`config.mk`:
```
export PLATFORM = sky130hd
export DESIGN_NAME = led_chaser_gen
export DESIGN_NICKNAME = d
export VERILOG_FILES = /design/src/rtl/led_chaser_gen.sv
export SDC_FILE = /design/constraint.sdc
export NUM_CORES = 1
export LEC_CHECK = 0
export CELL_PAD_IN_SITES_DETAIL_PLACEMENT = 0
export CELL_PAD_IN_SITES_GLOBAL_PLACEMENT = 1
export CORE_AREA = 2 2 110 112
export DETAILED_ROUTE_END_ITERATION = 8
export DIE_AREA = 0 0 112 114
export GPL_ROUTABILITY_DRIVEN = 0
export PLACE_DENSITY = 0.63
export SKIP_CTS_REPAIR_TIMING = 1
export SYNTH_ARGS = -nofsm -noshare
export SYNTH_HDL_FRONTEND = slang
export SYNTH_SLANG_ARGS = --single-unit
```
`constraint.sdc`:
```
create_clock -name clock -period 5.1 [get_ports clock]
set_input_delay 1.02 -clock clock [delete_from_list [all_inputs] [get_ports clock]]
set_output_delay 1.02 -clock clock [all_outputs]
set_load 0.005 [all_outputs]
```
`src/rtl/led_chaser_gen.sv`:
```
`default_nettype none
// ============================================================================
// Module      : led_chaser_gen
// Description : LED "running point" pattern generator. A free-running
//               prescaler feeds a selectable tap. Each rising edge of that tap
//               advances the LED pattern. Debounced buttons step the rate and
//               the mode. A pause level freezes the pattern. Modes are
//               SHIFT_L, SHIFT_R, BOUNCE and FILL.
//               Defining CHASER_LFSR_EN adds mode 4 (RANDOM). That mode is
//               driven by a 16-bit Fibonacci LFSR.
// Revision    : 1.0 - initial release
// ============================================================================
module led_chaser_gen #(
    parameter int N_LEDS   = 18,
    parameter int PRESC_W  = 26,
    parameter int RATE_MAX = 25,
    parameter int RATE_MIN = 15
) (
    input  logic                       clock,
    input  logic                       rst,
    input  logic                       rate_step,
    input  logic                       mode_step,
    input  logic                       pause,
    output logic [N_LEDS-1:0]          leds,
    output logic                       tick,
    output logic [$clog2(PRESC_W)-1:0] rate_sel,
    output logic [2:0]                 mode
);

    // ------------------------------------------------------------------
    // Constants
    // ------------------------------------------------------------------
    localparam int                  c_sel_w     = $clog2(PRESC_W);
    localparam logic [c_sel_w-1:0]  c_rate_max  = c_sel_w'(RATE_MAX);
    localparam logic [c_sel_w-1:0]  c_rate_min  = c_sel_w'(RATE_MIN);
    localparam logic [c_sel_w-1:0]  c_sel_one   = c_sel_w'(1);
    localparam logic [PRESC_W-1:0]  c_presc_one = PRESC_W'(1);
    localparam logic [N_LEDS-1:0]   c_led_first = N_LEDS'(1);
    localparam logic [N_LEDS-1:0]   c_led_last  = c_led_first << (N_LEDS - 1);
    localparam logic                c_dir_up    = 1'b0;
    localparam logic                c_dir_down  = 1'b1;
`ifdef CHASER_LFSR_EN
    localparam logic [15:0]         c_lfsr_seed = 16'hACE1;
`endif

    // The mode register is the state of the pattern FSM.
    typedef enum logic [2:0] {
        MODE_SHIFT_L = 3'd0,
        MODE_SHIFT_R = 3'd1,
        MODE_BOUNCE  = 3'd2,
`ifdef CHASER_LFSR_EN
        MODE_FILL    = 3'd3,
        MODE_RANDOM  = 3'd4
`else
        MODE_FILL    = 3'd3
`endif
    } mode_t;

    // ------------------------------------------------------------------
    // Helper functions
    // ------------------------------------------------------------------
`ifdef CHASER_LFSR_EN
    // LED i mirrors LFSR bit (i mod 16), so banks wider than 16 repeat.
    function automatic logic [N_LEDS-1:0] lfsr_to_leds(input logic [15:0] l);
        logic [N_LEDS-1:0] p;
        p = '0;
        for (int i = 0; i < N_LEDS; i++) begin
            p[i] = l[i % 16];
        end
        return p;
    endfunction
`endif

    // Pattern shown on entry to a mode, and after an all-dark recovery.
    function automatic logic [N_LEDS-1:0] init_pattern(input mode_t m);
        logic [N_LEDS-1:0] p;
        p = c_led_first;
        case (m)
            MODE_SHIFT_L: p = c_led_first;
            MODE_SHIFT_R: p = c_led_last;
            MODE_BOUNCE:  p = c_led_first;
            MODE_FILL:    p = '0;
`ifdef CHASER_LFSR_EN
            MODE_RANDOM:  p = lfsr_to_leds(c_lfsr_seed);
`endif
            default:      p = c_led_first;
        endcase
        return p;
    endfunction

    // ------------------------------------------------------------------
    // Registers
    // ------------------------------------------------------------------
    logic [PRESC_W-1:0] r_presc;
    logic               r_tap_prev;
    logic               r_rate_prev;
    logic               r_mode_prev;
    logic [c_sel_w-1:0] r_rate_sel;
    mode_t              r_mode;
    logic [N_LEDS-1:0]  r_leds;
    logic               r_dir;
    logic               r_tick;
`ifdef CHASER_LFSR_EN
    logic [15:0]        r_lfsr;
`endif

    // ------------------------------------------------------------------
    // Combinational signals
    // ------------------------------------------------------------------
    logic               w_tap;
    logic               w_step;
    logic               w_rate_edge;
    logic               w_mode_edge;
    logic [c_sel_w-1:0] w_rate_next;
    logic               w_tap_prev_next;
    mode_t              w_mode_next;
    logic [N_LEDS-1:0]  w_leds_next;
    logic               w_dir_next;
    logic               w_tick_next;
    logic               w_need_reload;
    logic [N_LEDS-1:0]  w_shift_l;
    logic [N_LEDS-1:0]  w_shift_r;
    logic [N_LEDS-1:0]  w_bounce_up;
    logic [N_LEDS-1:0]  w_bounce_dn;
    logic [N_LEDS-1:0]  w_fill;
`ifdef CHASER_LFSR_EN
    logic [15:0]        w_lfsr_shift;
    logic [15:0]        w_lfsr_next;
`endif

    // The step event is a rising edge of the selected prescaler bit.
    assign w_tap       = r_presc[r_rate_sel];
    assign w_step      = w_tap & ~r_tap_prev;
    assign w_rate_edge = rate_step & ~r_rate_prev;
    assign w_mode_edge = mode_step & ~r_mode_prev;

    // Candidate next patterns for each mode.
    assign w_shift_l   = {r_leds[N_LEDS-2:0], r_leds[N_LEDS-1]};
    assign w_shift_r   = {r_leds[0], r_leds[N_LEDS-1:1]};
    assign w_bounce_up = r_leds << 1;
    assign w_bounce_dn = r_leds >> 1;
    assign w_fill      = (r_leds == '1) ? '0 : {r_leds[N_LEDS-2:0], 1'b1};
`ifdef CHASER_LFSR_EN
    // Taps 16,14,13,11 map to bits 15,13,12,10.
    assign w_lfsr_shift = {r_lfsr[14:0], r_lfsr[15] ^ r_lfsr[13] ^ r_lfsr[12] ^ r_lfsr[10]};
`endif

    // A dark bank in a single-point mode can only come from an upset.
    // It is recovered by reloading the mode's start pattern.
    assign w_need_reload = (r_leds == '0) &&
                           (r_mode inside {MODE_SHIFT_L, MODE_SHIFT_R, MODE_BOUNCE});

    // Rate stepping walks from slow to fast, then wraps to slowest. On a
    // change the tap history is loaded from the new tap. The first
    // comparison on the new tap then cannot produce a false edge.
    always_comb begin
        w_rate_next     = r_rate_sel;
        w_tap_prev_next = w_tap;
        if (w_rate_edge) begin
            if (r_rate_sel == c_rate_min) begin
                w_rate_next = c_rate_max;
            end else begin
                w_rate_next = r_rate_sel - c_sel_one;
            end
            w_tap_prev_next = r_presc[w_rate_next];
        end
    end

    // Prescaler, button edge history and rate selection.
    always_ff @(posedge clock or posedge rst) begin
        if (rst) begin
            r_presc     <= '0;
            r_tap_prev  <= 1'b0;
            r_rate_prev <= 1'b0;
            r_mode_prev <= 1'b0;
            r_rate_sel  <= c_rate_max;
        end else begin
            r_presc     <= r_presc + c_presc_one;
            r_tap_prev  <= w_tap_prev_next;
            r_rate_prev <= rate_step;
            r_mode_prev <= mode_step;
            r_rate_sel  <= w_rate_next;
        end
    end

    // Next mode and pattern. Priority: mode change, then recovery, then step.
    // A mode change swallows a coincident step, so tick stays low.
    always_comb begin
        w_mode_next = r_mode;
        w_leds_next = r_leds;
        w_dir_next  = r_dir;
        w_tick_next = 1'b0;
`ifdef CHASER_LFSR_EN
        w_lfsr_next = r_lfsr;
`endif
        if (w_mode_edge) begin
            case (r_mode)
                MODE_SHIFT_L: w_mode_next = MODE_SHIFT_R;
                MODE_SHIFT_R: w_mode_next = MODE_BOUNCE;
                MODE_BOUNCE:  w_mode_next = MODE_FILL;
`ifdef CHASER_LFSR_EN
                MODE_FILL:    w_mode_next = MODE_RANDOM;
`else
                MODE_FILL:    w_mode_next = MODE_SHIFT_L;
`endif
                default:      w_mode_next = MODE_SHIFT_L;
            endcase
            w_leds_next = init_pattern(w_mode_next);
            w_dir_next  = c_dir_up;
`ifdef CHASER_LFSR_EN
            if (w_mode_next == MODE_RANDOM) begin
                w_lfsr_next = c_lfsr_seed;
            end
`endif
        end else if (w_need_reload) begin
            w_leds_next = init_pattern(r_mode);
            w_dir_next  = c_dir_up;
        end else if (w_step && !pause) begin
            w_tick_next = 1'b1;
            case (r_mode)
                MODE_SHIFT_L: w_leds_next = w_shift_l;
                MODE_SHIFT_R: w_leds_next = w_shift_r;
                MODE_BOUNCE: begin
                    // The direction flips as soon as an end LED is lit,
                    // so an end LED is shown for one step only.
                    if (r_dir == c_dir_up) begin
                        w_leds_next = w_bounce_up;
                        if (w_bounce_up[N_LEDS-1]) begin
                            w_dir_next = c_dir_down;
                        end
                    end else begin
                        w_leds_next = w_bounce_dn;
                        if (w_bounce_dn[0]) begin
                            w_dir_next = c_dir_up;
                        end
                    end
                end
                MODE_FILL:    w_leds_next = w_fill;
`ifdef CHASER_LFSR_EN
                MODE_RANDOM: begin
                    w_lfsr_next = w_lfsr_shift;
                    w_leds_next = lfsr_to_leds(w_lfsr_shift);
                end
`endif
                default:      w_leds_next = r_leds;
            endcase
        end
    end

    // Mode / pattern state register; tick is registered alongside leds.
    always_ff @(posedge clock or posedge rst) begin
        if (rst) begin
            r_mode <= MODE_SHIFT_L;
            r_leds <= c_led_first;
            r_dir  <= c_dir_up;
            r_tick <= 1'b0;
`ifdef CHASER_LFSR_EN
            r_lfsr <= c_lfsr_seed;
`endif
        end else begin
            r_mode <= w_mode_next;
            r_leds <= w_leds_next;
            r_dir  <= w_dir_next;
            r_tick <= w_tick_next;
`ifdef CHASER_LFSR_EN
            r_lfsr <= w_lfsr_next;
`endif
        end
    end

    // ------------------------------------------------------------------
    // Outputs
    // ------------------------------------------------------------------
    assign leds     = r_leds;
    assign tick     = r_tick;
    assign rate_sel = r_rate_sel;
    assign mode     = r_mode;

endmodule
`default_nettype wire
```
==> summary.txt, run 1 <==
RUN STATUS
------------------------------------------------------------------------------
Run status                                                        complete, no violations

CELLS AND AREA
------------------------------------------------------------------------------
Non-filler cells in the finished layout                                    511
Fraction of layout cells with a size suffix above 1                      11.5%
Net count reported at finish                                               375
Antenna cells                                                                0
Most used cells in the layout excluding fill and tap cells        sky130_fd_sc_hd__dfrtp_1 (52), sky130_fd_sc_hd__nor2_1 (38), sky130_fd_sc_hd__clkdlybuf4s50_1 (30)
Non-Filler Cell Area, Final                                        0.00395 mm²
Most common cell after layout, fill and taps aside                sky130_fd_sc_hd__dfrtp_1
Area added between synthesis and finish                                  16.7%

WORST HOLD PATH
------------------------------------------------------------------------------
Worst min path class                                              flip-flop to flip-flop
Capture endpoint of the worst hold path                            r_presc[25]
Hold path startpoint                                               r_presc[25]
Hold Path Stages                                                             1

CRITICAL PATH
------------------------------------------------------------------------------
Startpoint Class                                                     flip-flop
Critical Path Sink Type                                              flip-flop
Max Fanout on Critical Path                                                 15
Slowest cell on crit path                                         sky130_fd_sc_hd__dfstp_2
Destination of the worst register-to-register timing path           r_tap_prev
Reg2reg start                                                      rate_sel[0]
Series of cell instances along the critical path                  inv_1 > ha_1 > mux2i_1 > mux2_2 > o32a_1 > nand4b_1 > nand4_1
WP data arrival                                                        2.98 ns
Delay of the slowest cell on the worst path                            0.72 ns
Reg2Reg Setup Slack                                                    2.29 ns
Type of the setup path with the least slack                       flip-flop to flip-flop
Data required time of the critical path                                5.27 ns
Register-to-Register Path Depth                                              7

DETAILED ROUTING
------------------------------------------------------------------------------
DRC violations left                                                          0
Number of vias per cell                                                   5.19
Average wire length per cell after detail routing                      16.0 µm
Count of antenna-violating nets left after detailed routing                  0
DR pass1 iterations                                                          4
Total routed wirelength                                                8170 µm
DR iter-0 viols                                                            183
Total number of vias                                                     2,652

JOB
------------------------------------------------------------------------------
MaxCap Viol Count                                                            0

GLOBAL ROUTING
------------------------------------------------------------------------------
Largest net degree at the start of global routing                           37
Final global-route overflow total                                            0
Overall Global Routing Usage                                             13.2%
First-pass GRT wire length                                           13,800 µm
Initial antenna violation count                                              0
Vias in the first global route                                           2,655

STA
------------------------------------------------------------------------------
Transition time of the tightest slew-check pin                         1.22 ns
Slew margin rel.                                                         18.5%
Period utilization                                                       55.2%
FMAX                                                                   355 MHz
Final hold violation count                                                   0
Final setup violation count                                                  0
Accumulated negative setup slack                                          0 ns
Setup slack of the critical path after layout                          2.29 ns
Minimum clock period                                                   2.81 ns
Largest clock skew in the final design                              0.00562 ns
Setup repair after global routing missed its margin                         no
Number of max-slew violations in the final report                            0

LOGIC SYNTHESIS
------------------------------------------------------------------------------
Sequential-to-total area share from yosys stat                           41.6%
Most area-consuming cells after synthesis                         sky130_fd_sc_hd__dfrtp_1 (38%), sky130_fd_sc_hd__a211oi_2 (5.2%), sky130_fd_sc_hd__nor2_1 (4.2%)
Synth warn                                                                   0
Largest family of logic cells by synthesized area                 simple AND/OR/NAND/NOR gates
Number of standard cells after synthesis                                   341
Share of cell area taken by muxes after synthesis                        7.84%
Xor/xnor share of the synthesized area                                   6.73%
Post-synth EDFFs                                                             0
Average footprint of a synthesized cell                               9.92 µm²
Count of different cell masters after synthesis                             49
Fraction of registers with async set/reset                                100%
Top_reg_cell synth                                                sky130_fd_sc_hd__dfrtp_1
Synthesized-area fraction occupied by ao, oa, aoi and oai cells          16.9%
Post-synthesis adder-cell area fraction                                  2.59%
Simple-gate area share of the yosys netlist                              20.1%
Largest area contributor in the netlist                           sky130_fd_sc_hd__dfrtp_1
Post-synthesis register bit count                                           56
Yosys top cell area share                                                38.5%
Netlist area before placement                                      0.00338 mm²
Nets in the synthesized netlist                                            353

FLOORPLAN
------------------------------------------------------------------------------
Core region area                                                    0.0117 mm²
Die width                                                               112 µm
Top-level port count                                                        32
Row count                                                                   40
Starting Density                                                         28.9%
Floorplan die area                                                  0.0128 mm²
Die height                                                              114 µm

CLOCKING
------------------------------------------------------------------------------
Clock transition at the registers of the reported paths                0.07 ns
CTS H-tree lvls                                                              2
TritonCTS clock tree                                                     built
Cell at the root of the clock tree                                sky130_fd_sc_hd__clkbuf_16
Longest Clk Path Bufs                                                        2
Clock latency on the worst-skew pair                                   0.29 ns
Number of CTS-inserted buffers                                               5
Sinks on the clock net                                                      56

PLACE
------------------------------------------------------------------------------
Post-Place Cell Area                                               0.00378 mm²
Post-place setup slack                                                 2.15 ns
Detailed-placement wirelength estimate                                 5760 µm
Inst Count DP                                                              503
# port buffers                                                              30

POWER AND IR DROP
------------------------------------------------------------------------------
Cell area power density                                             473 mW/mm²
Leakage component of the power                                         1.58 nW
IR Drop Worst-Case VDD                                                  162 µV

worst max-delay path: cells and delay by family, from the launching register on:
kind	cells	cell delay (ns)
buffers and inverters	1	0.19
AO/OA/AOI/OAI	1	0.28
adder cells (fa/ha/maj)	1	0.32
AND/OR/NAND/NOR	2	0.20
multiplexers	2	0.98
flip-flops	1	0.72
cells by family after synthesis:
group | count (synthesis)
AOI/OAI and AO/OA | 69
xor gates and xnor gates | 26
adders and majority gates | 7
buffers and inverters | 28
DFF | 56
muxes | 21
other | 1
and+or+nand+nor | 133
synthesized netlist by cell type, types with 11 or more instances:
cell,number
sky130_fd_sc_hd__a211oi_2,14
sky130_fd_sc_hd__a22oi_1,16
sky130_fd_sc_hd__dfrtp_1,52
sky130_fd_sc_hd__inv_1,11
sky130_fd_sc_hd__mux2i_1,13
sky130_fd_sc_hd__nand2_1,26
sky130_fd_sc_hd__nand3_1,13
sky130_fd_sc_hd__nand4_1,12
sky130_fd_sc_hd__nor2_1,38
sky130_fd_sc_hd__xnor2_1,15
sky130_fd_sc_hd__xor2_1,11
state kept, by name (all words and copies together) (netlist names):
signal and cells:
leds 18, mode 2, r_dir 1, r_mode_prev 1, r_presc 26, r_rate_prev 1
r_tap_prev 1, rate_sel 5, tick 1
per-stage QoR:
stage	util [%]	power, W	hold slack [ns]
2_1_floorplan	-	0.00124	0.462
3_3_place_gp	32.3	0.00148	0.491
3_5_place_dp	32.3	0.00149	0.513
4_1_cts	33.7	0.00189	0.523
5_1_grt	33.7	0.00200	0.547
6_report	33.7	0.00187	0.514
report_power, final:
group	total [W]	internal, W	switching [W]
Combinational	0.000807	0.000387	0.000420
Clock	0.000390	0.000231	0.000159
Sequential	0.000670	0.000522	0.000148
Total	0.00187	0.00114	0.000726
per-layer routing:
layer / part of all wire, % / routed length, µm / track usage, % / up-vias
met4: 1.2 / 96 / 3.58 / 0
met1: 47 / 3820 / 17.4 / 1328
met3: 2.3 / 190 / 2.44 / 9
met2: 50 / 4060 / 22.4 / 24
met5: 0 / 0 / 0 / -
li1: - / - / - / 1291
layout make-up:
class,instances,area [µm²]
inverter,11,41.3
timing repair buffer,32,315
sequential,56,1410
multi-input combinational,257,1840
clock buffer,6,129
fill,1229,7760
tap,147,184
clock inverter,2,35.0
worst max-delay path by stage:
stage,slack [ns],endpoint,start
after floorplan,2.72,leds[10],rst
after global placement,2.22,leds[0],pause
after detailed placement,2.15,leds[0],pause
after CTS,2.28,r_dir,mode[0]
after global routing,2.04,r_dir,mode[0]
final,2.29,r_tap_prev,rate_sel[0]
No activity file was read; power rests on OpenSTA's default activity.
==> run 2, diff against run 1 <==
==> constraint.sdc (replaced) <==
create_clock -name clock -period 2.7 [get_ports clock]
set_input_delay 0.54 -clock clock [delete_from_list [all_inputs] [get_ports clock]]
set_output_delay 0.54 -clock clock [all_outputs]
set_load 0.005 [all_outputs]
==> run 2 against run 1 <==
Net effect:
- setup slack got worse by 2.1 ns
- power up 95%
- critical path type unchanged
- via count increased by 3.3%
- register-to-register slack lost 2.1 ns
- sequential cell count unchanged
- critical path depth is 2 higher
- final cell count increased by 3.1%
- clock skew grew 0.0043 ns
==> summary.txt, run 2 (synthesized netlist as in run 1, its figures left out) <==
RUN STATUS
----------------------------------------------------------------------------------
Run status                                                            complete, no violations   unchanged

FLOORPLAN
----------------------------------------------------------------------------------
Die height                                                                  114 µm   unchanged
Floorplan die area                                                      0.0128 mm²   unchanged
Top-level port count                                                            32   unchanged
Starting Density                                                             28.9%   unchanged
Core region area                                                        0.0117 mm²   unchanged
Row count                                                                       40   unchanged
Die width                                                                   112 µm   unchanged

CELLS AND AREA
----------------------------------------------------------------------------------
Fraction of layout cells with a size suffix above 1                          15.5%   was 11.5%
Antenna cells                                                                    0   unchanged
Largest register by flop count                                             r_presc   unchanged
Most common cell after layout, fill and taps aside                    sky130_fd_sc_hd__dfrtp_1   unchanged
Net count reported at finish                                                   391   was 375
Final core area utilization                                                  34.8%   was 33.7%
Flip-flop count of the largest register, all copies and words added             26   unchanged
Area added between synthesis and finish                                      20.6%   was 16.7%
Most used cells in the layout excluding fill and tap cells            sky130_fd_sc_hd__dfrtp_1 (52), sky130_fd_sc_hd__nor2_1 (38), sky130_fd_sc_hd__clkdlybuf4s50_1 (30)   unchanged
Non-filler cells in the finished layout                                        527   was 511
Non-Filler Cell Area, Final                                            0.00408 mm²   was 0.00395 mm²

DETAILED ROUTING
----------------------------------------------------------------------------------
Count of antenna-violating nets left after detailed routing                      0   unchanged
Average wire length per cell after detail routing                          16.1 µm   was 16.0 µm
DRC violations left                                                              0   unchanged
DR pass1 iterations                                                              4   unchanged
Number of vias per cell                                                       5.20   was 5.19
Total routed wirelength                                                    8470 µm   was 8170 µm
Total number of vias                                                         2,739   was 2,652
DR iter-0 viols                                                                170   was 183

CRITICAL PATH
----------------------------------------------------------------------------------
Series of cell instances along the critical path                      buf_4 > mux4_2 > nor2_1 > a31oi_1 > nor2_1 > nor4b_4 > buf_4 > o211a_1 > o31ai_1   was inv_1 > ha_1 > mux2i_1 > mux2_2 > o32a_1 > nand4b_1 > nand4_1
Data required time of the critical path                                    2.91 ns   was 5.27 ns
Startpoint Class                                                         flip-flop   unchanged
Slowest cell on crit path                                             sky130_fd_sc_hd__dfrtp_1   was sky130_fd_sc_hd__dfstp_2
WP data arrival                                                            2.73 ns   was 2.98 ns
Type of the setup path with the least slack                           flip-flop to flip-flop   unchanged
Critical Path Sink Type                                                  flip-flop   unchanged
Delay of the slowest cell on the worst path                                0.57 ns   was 0.72 ns
Max Fanout on Critical Path                                                     11   was 15

STA
----------------------------------------------------------------------------------
Accumulated negative setup slack                                              0 ns   unchanged
Setup repair after global routing missed its margin                             no   unchanged
Final setup violation count                                                      0   unchanged
Final hold violation count                                                       0   unchanged
Largest clock skew in the final design                                  0.00995 ns   was 0.00562 ns
Transition time of the tightest slew-check pin                            0.599 ns   was 1.22 ns
Period utilization                                                           93.2%   was 55.2%
Number of max-slew violations in the final report                                0   unchanged
Slew margin rel.                                                             60.1%   was 18.5%
Setup slack of the critical path after layout                             0.184 ns   was 2.29 ns
FMAX                                                                       397 MHz   was 355 MHz
Minimum clock period                                                       2.52 ns   was 2.81 ns

GLOBAL ROUTING
----------------------------------------------------------------------------------
Vias in the first global route                                               2,701   was 2,655
Overall Global Routing Usage                                                 13.8%   was 13.2%
Largest net degree at the start of global routing                               57   was 37
First-pass GRT wire length                                               14,300 µm   was 13,800 µm
Final global-route overflow total                                                0   unchanged
Initial antenna violation count                                                  0   unchanged

CLOCKING
----------------------------------------------------------------------------------
Longest Clk Path Bufs                                                            2   unchanged
Number of CTS-inserted buffers                                                   5   unchanged
Clock latency on the worst-skew pair                                       0.30 ns   was 0.29 ns
CTS H-tree lvls                                                                  2   unchanged
Cell at the root of the clock tree                                    sky130_fd_sc_hd__clkbuf_16   unchanged
TritonCTS clock tree                                                         built   unchanged
Clock transition at the registers of the reported paths                    0.07 ns   about the same
Sinks on the clock net                                                          56   unchanged

PLACE
----------------------------------------------------------------------------------
Detailed-placement wirelength estimate                                     6110 µm   was 5760 µm
# port buffers                                                                  30   unchanged
Inst Count DP                                                                  519   was 503
Post-Place Cell Area                                                   0.00392 mm²   was 0.00378 mm²
Post-place setup slack                                                  -0.0262 ns   was 2.15 ns

POWER AND IR DROP
----------------------------------------------------------------------------------
Share of total power consumed by net switching                               39.5%   was 38.9%
Power share of the combinational group                                       47.8%   was 43.2%
Net switching power                                                      0.00144 W   was 0.000726 W
IR Drop Worst-Case VDD                                                      501 µV   was 162 µV
Internal power component                                                 0.00220 W   was 0.00114 W
Cell area power density                                                 893 mW/mm²   was 473 mW/mm²
Leakage component of the power                                             1.66 nW   was 1.58 nW
Sequential group share of total power                                        33.7%   was 35.9%
Part of the power in the clock network                                       18.5%   was 20.9%

JOB
----------------------------------------------------------------------------------
MaxCap Viol Count                                                                0   unchanged

WORST HOLD PATH
----------------------------------------------------------------------------------
Worst min path class                                                  flip-flop to flip-flop   unchanged

==> run 2: changes by cell type in the layout (fill, tap and decap cells not counted) <==
cell                         previous run  this run
sky130_fd_sc_hd__buf_4                  2        17
sky130_fd_sc_hd__mux2i_4                0         1
sky130_fd_sc_hd__clkinv_2               1         0
sky130_fd_sc_hd__mux2i_1               13        12
sky130_fd_sc_hd__buf_12                 0         1
sky130_fd_sc_hd__clkinvlp_4             0         1
sky130_fd_sc_hd__bufinv_16              1         0
sky130_fd_sc_hd__clkbuf_8               0         1
==> run 2: final cells by class <==
cell class | count | area [µm²]
clock buffers | 7 | 143
clock inverters | 1 | 7.51
fillers | 1225 | 7630
inverters | 11 | 41.3
multi-input cells | 257 | 1850
flip-flops and latches | 56 | 1410
well taps | 147 | 184
repair buffers | 48 | 448
==> run 2: path summary, 6_finish.rpt <==
kind                        startpoint           to  slack (ns)  depth (start not counted)
max in group asynchronous          rst      leds[0]        1.80                          3
setup reg to reg           rate_sel[1]     leds[17]        0.18                          9
hold / removal             r_presc[25]  r_presc[25]        0.50                          1
hold reg to reg            r_presc[25]  r_presc[25]        0.50                          1
min in group asynchronous          rst         tick        0.61                          3
setup / recovery           rate_sel[1]     leds[17]        0.18                          9
==> run 2: worst max-delay path: cells and delay by family (launching register included) <==
family          cells  cell delay, ns
buf+inv             2            0.41
simple gates        3            0.43
mux                 1            0.50
compound gates      3            0.51
flops               1            0.57
==> run 2: metrics by stage <==
step / total power [W] / hold WS [ns]
2_1_floorplan: 0.00234 / 0.462
5_1_grt: 0.00390 / 0.509
4_1_cts: 0.00365 / 0.500
3_3_place_gp: 0.00294 / 0.487
3_5_place_dp: 0.00296 / 0.492
6_report: 0.00364 / 0.498
==> run 2: routing by layer <==
layer | GRT usage [%] | up-vias | wire (µm)
li1 | - | 1322 | -
met2 | 23.9 | 38 | 4260
met1 | 17.3 | 1371 | 3840
met4 | 3.58 | 0 | 95
met5 | 0 | - | 0
met3 | 3.56 | 8 | 275
==> run 2: power groups by stage <==
stage	registers, W	logic (W)	clock network (W)
after global placement	0.00125	0.00170	0
after CTS	0.00123	0.00173	0.000700
final	0.00123	0.00174	0.000674
after global routing	0.00126	0.00190	0.000738
after floorplan	0.00114	0.00119	0
after detailed placement	0.00124	0.00172	0
==> run 3, diff against run 2 <==
--- a/config.mk
+++ b/config.mk
@@ -8,6 +8,7 @@
 export CELL_PAD_IN_SITES_DETAIL_PLACEMENT = 0
 export CELL_PAD_IN_SITES_GLOBAL_PLACEMENT = 1
 export CORE_AREA = 2 2 110 112
+export CTS_CLUSTER_DIAMETER = 120
 export DETAILED_ROUTE_END_ITERATION = 8
 export DIE_AREA = 0 0 112 114
 export GPL_ROUTABILITY_DRIVEN = 0
==> results of run 3 <==
No change in the layout: final DEF, timing and power equal those of run 2.
==> RTL change, RTL diff (settings of run 2) <==
Build with the macro `CHASER_LFSR_EN` defined.
--- a/src/rtl/led_chaser_gen.sv
+++ b/src/rtl/led_chaser_gen.sv
@@ -12,2 +12,4 @@
 // ============================================================================
+`define CHASER_LFSR_EN
+
 module led_chaser_gen #(
Function: changed (a bounded check fails within 10 cycles, from zero or initial values and one cycle with rst high).
==> RTL change against run 2 <==
- worst setup slack better by 0.015 ns
- clock skew about the same
- synthesized cell count is 22% higher
- area after synthesis up 27%
- cell area rose by 30%
- maximum frequency grew 0.61%
- wire length is 32% higher
- sequential cell count increased by 17
- sequential share of layout area rose by 0.31 points
- die area unchanged
- clock power increased by 78%
- power grew 47%
- via count grew 29%
- largest cell class unchanged
==> RTL change: results (changes against run 2) <==
* Top post-synthesis cells by area: dfrtp_1 (35%), dfstp_2 (7.3%), mux2i_1 (4.7%) (was dfrtp_1 (38%), a211oi_2 (5.2%), nor2_1 (4.2%))
* Crit path largest cell delay at 0.73 ns (was 0.57 ns)
* Worst skew pair latency at 0.34 ns (was 0.30 ns)
* Yosys cell types at 68 (was 49)
* Worst-Margin Slew at 0.822 ns (was 0.599 ns)
* Worst slack, placed at 0.0467 ns (was -0.0262 ns)
* DP HPWL at 7860 um (was 6110 um)
* Worst r2r path cells at 6 (was 9)
* Mapped Nets at 424 (was 353)
* Drt initial violations at 286 (was 170)
* First-pass GRT wire length at 18900 um (was 14300 um)
* Min-Delay Path Depth at 2 (was 1)
* Layout cells sized above 1 at 0.210 (was 0.155)
* Sequential area share after synthesis at 0.428 (was 0.416)
* Slowest cell on the critical path: dfstp_4 (was dfrtp_1)
* CTS H-tree lvls at 3 (was 2)
* RR Startpoint: rate_sel[0]$_DFFE_PP1P_ (was rate_sel[1]$_DFFE_PP0P_)
* CTS buffer count at 9 (was 5)
* Status: completed (unchanged)
* Pleak at 2.34 nW (was 1.66 nW)
* Hold_sp: r_lfsr[5]$_DFFE_PP1P_ (was r_presc[25]$_DFF_PP0_)
* Clock Skew at 0.00953 ns (was 0.00995 ns)
* Top cell types by occurrence after synthesis: dfrtp_1 (61), nor2_1 (37), nand2_1 (21), mux2i_1 (20), xnor2_1 (19) (was dfrtp_1 (52), nor2_1 (38), nand2_1 (26), a22oi_1 (16), xnor2_1 (15))
* Number of fill cells at 1131 (was 1225)
* Hold EP: r_lfsr[6]$_DFFE_PP1P_ (was r_presc[25]$_DFF_PP0_)
* Flop-to-flop setup slack at 0.20 ns (was 0.18 ns)
* P_int at 3.32 mW (was 2.20 mW)
* Max IR drop VDD at 489 uV (was 501 uV)
* Largest net degree at the start of global routing at 74 (was 57)
* Tcrit/Tclk final at 0.926 (was 0.932)
==> RTL change: final cells by class <==
cell class	count	area, um^2	area share
Clock buffer	10	229	0.0432
Multi-Input combinational cell	303	2280	0.430
Sequential cell	73	1850	0.348
Timing Repair Buffer	67	631	0.119
Clock inverter	6	67.6	0.0127
Tap cell	147	184	0.0347
Inverter	18	67.6	0.0127
==> RTL change: per-layer routing <==
layer,global-route usage,part of all wire,vias to the layer above
met2,0.295,0.48,92
met1,0.255,0.46,1745
met3,0.0361,0.043,18
met4,0.0707,0.017,0
li1,-,-,1675
met5,0,0,-
==> RTL change: power by group through the flow <==
stage                     clock network [mW]  logic (mW)  registers, mW
after detailed placement                   0        2.41           1.71
after CTS                               1.25        2.42           1.69
final                                   1.20        2.47           1.69
after floorplan                            0        1.55           1.64
after global routing                    1.29        2.72           1.74
after global placement                     0        2.40           1.70
==> RTL change: through the flow <==
step | instance area (um^2) | cells
4_1_cts | 5250 | 622
5_1_grt | 5300 | 624
3_3_place_gp | 4950 | 606
3_5_place_dp | 4950 | 606
2_1_floorplan | 4300 | 416
6_report | 5300 | 624
==> RTL change: logic make-up after synthesis <==
kind of cell,share of synthesized area
AND/OR/NAND/NOR,0.174
XOR/XNOR,0.0611
flip-flops,0.428
buffers and inverters,0.0454
adder cells (fa/ha/maj),0.00872
multiplexers,0.106
AO/OA/AOI/OAI,0.177
==> RTL change: critical path, delay by kind of cell, from the launching register on <==
kind / cells / cell delay, ns
buf+inv: 1 / 0.15
flops: 1 / 0.73
mux: 2 / 0.67
compound gates: 3 / 0.84
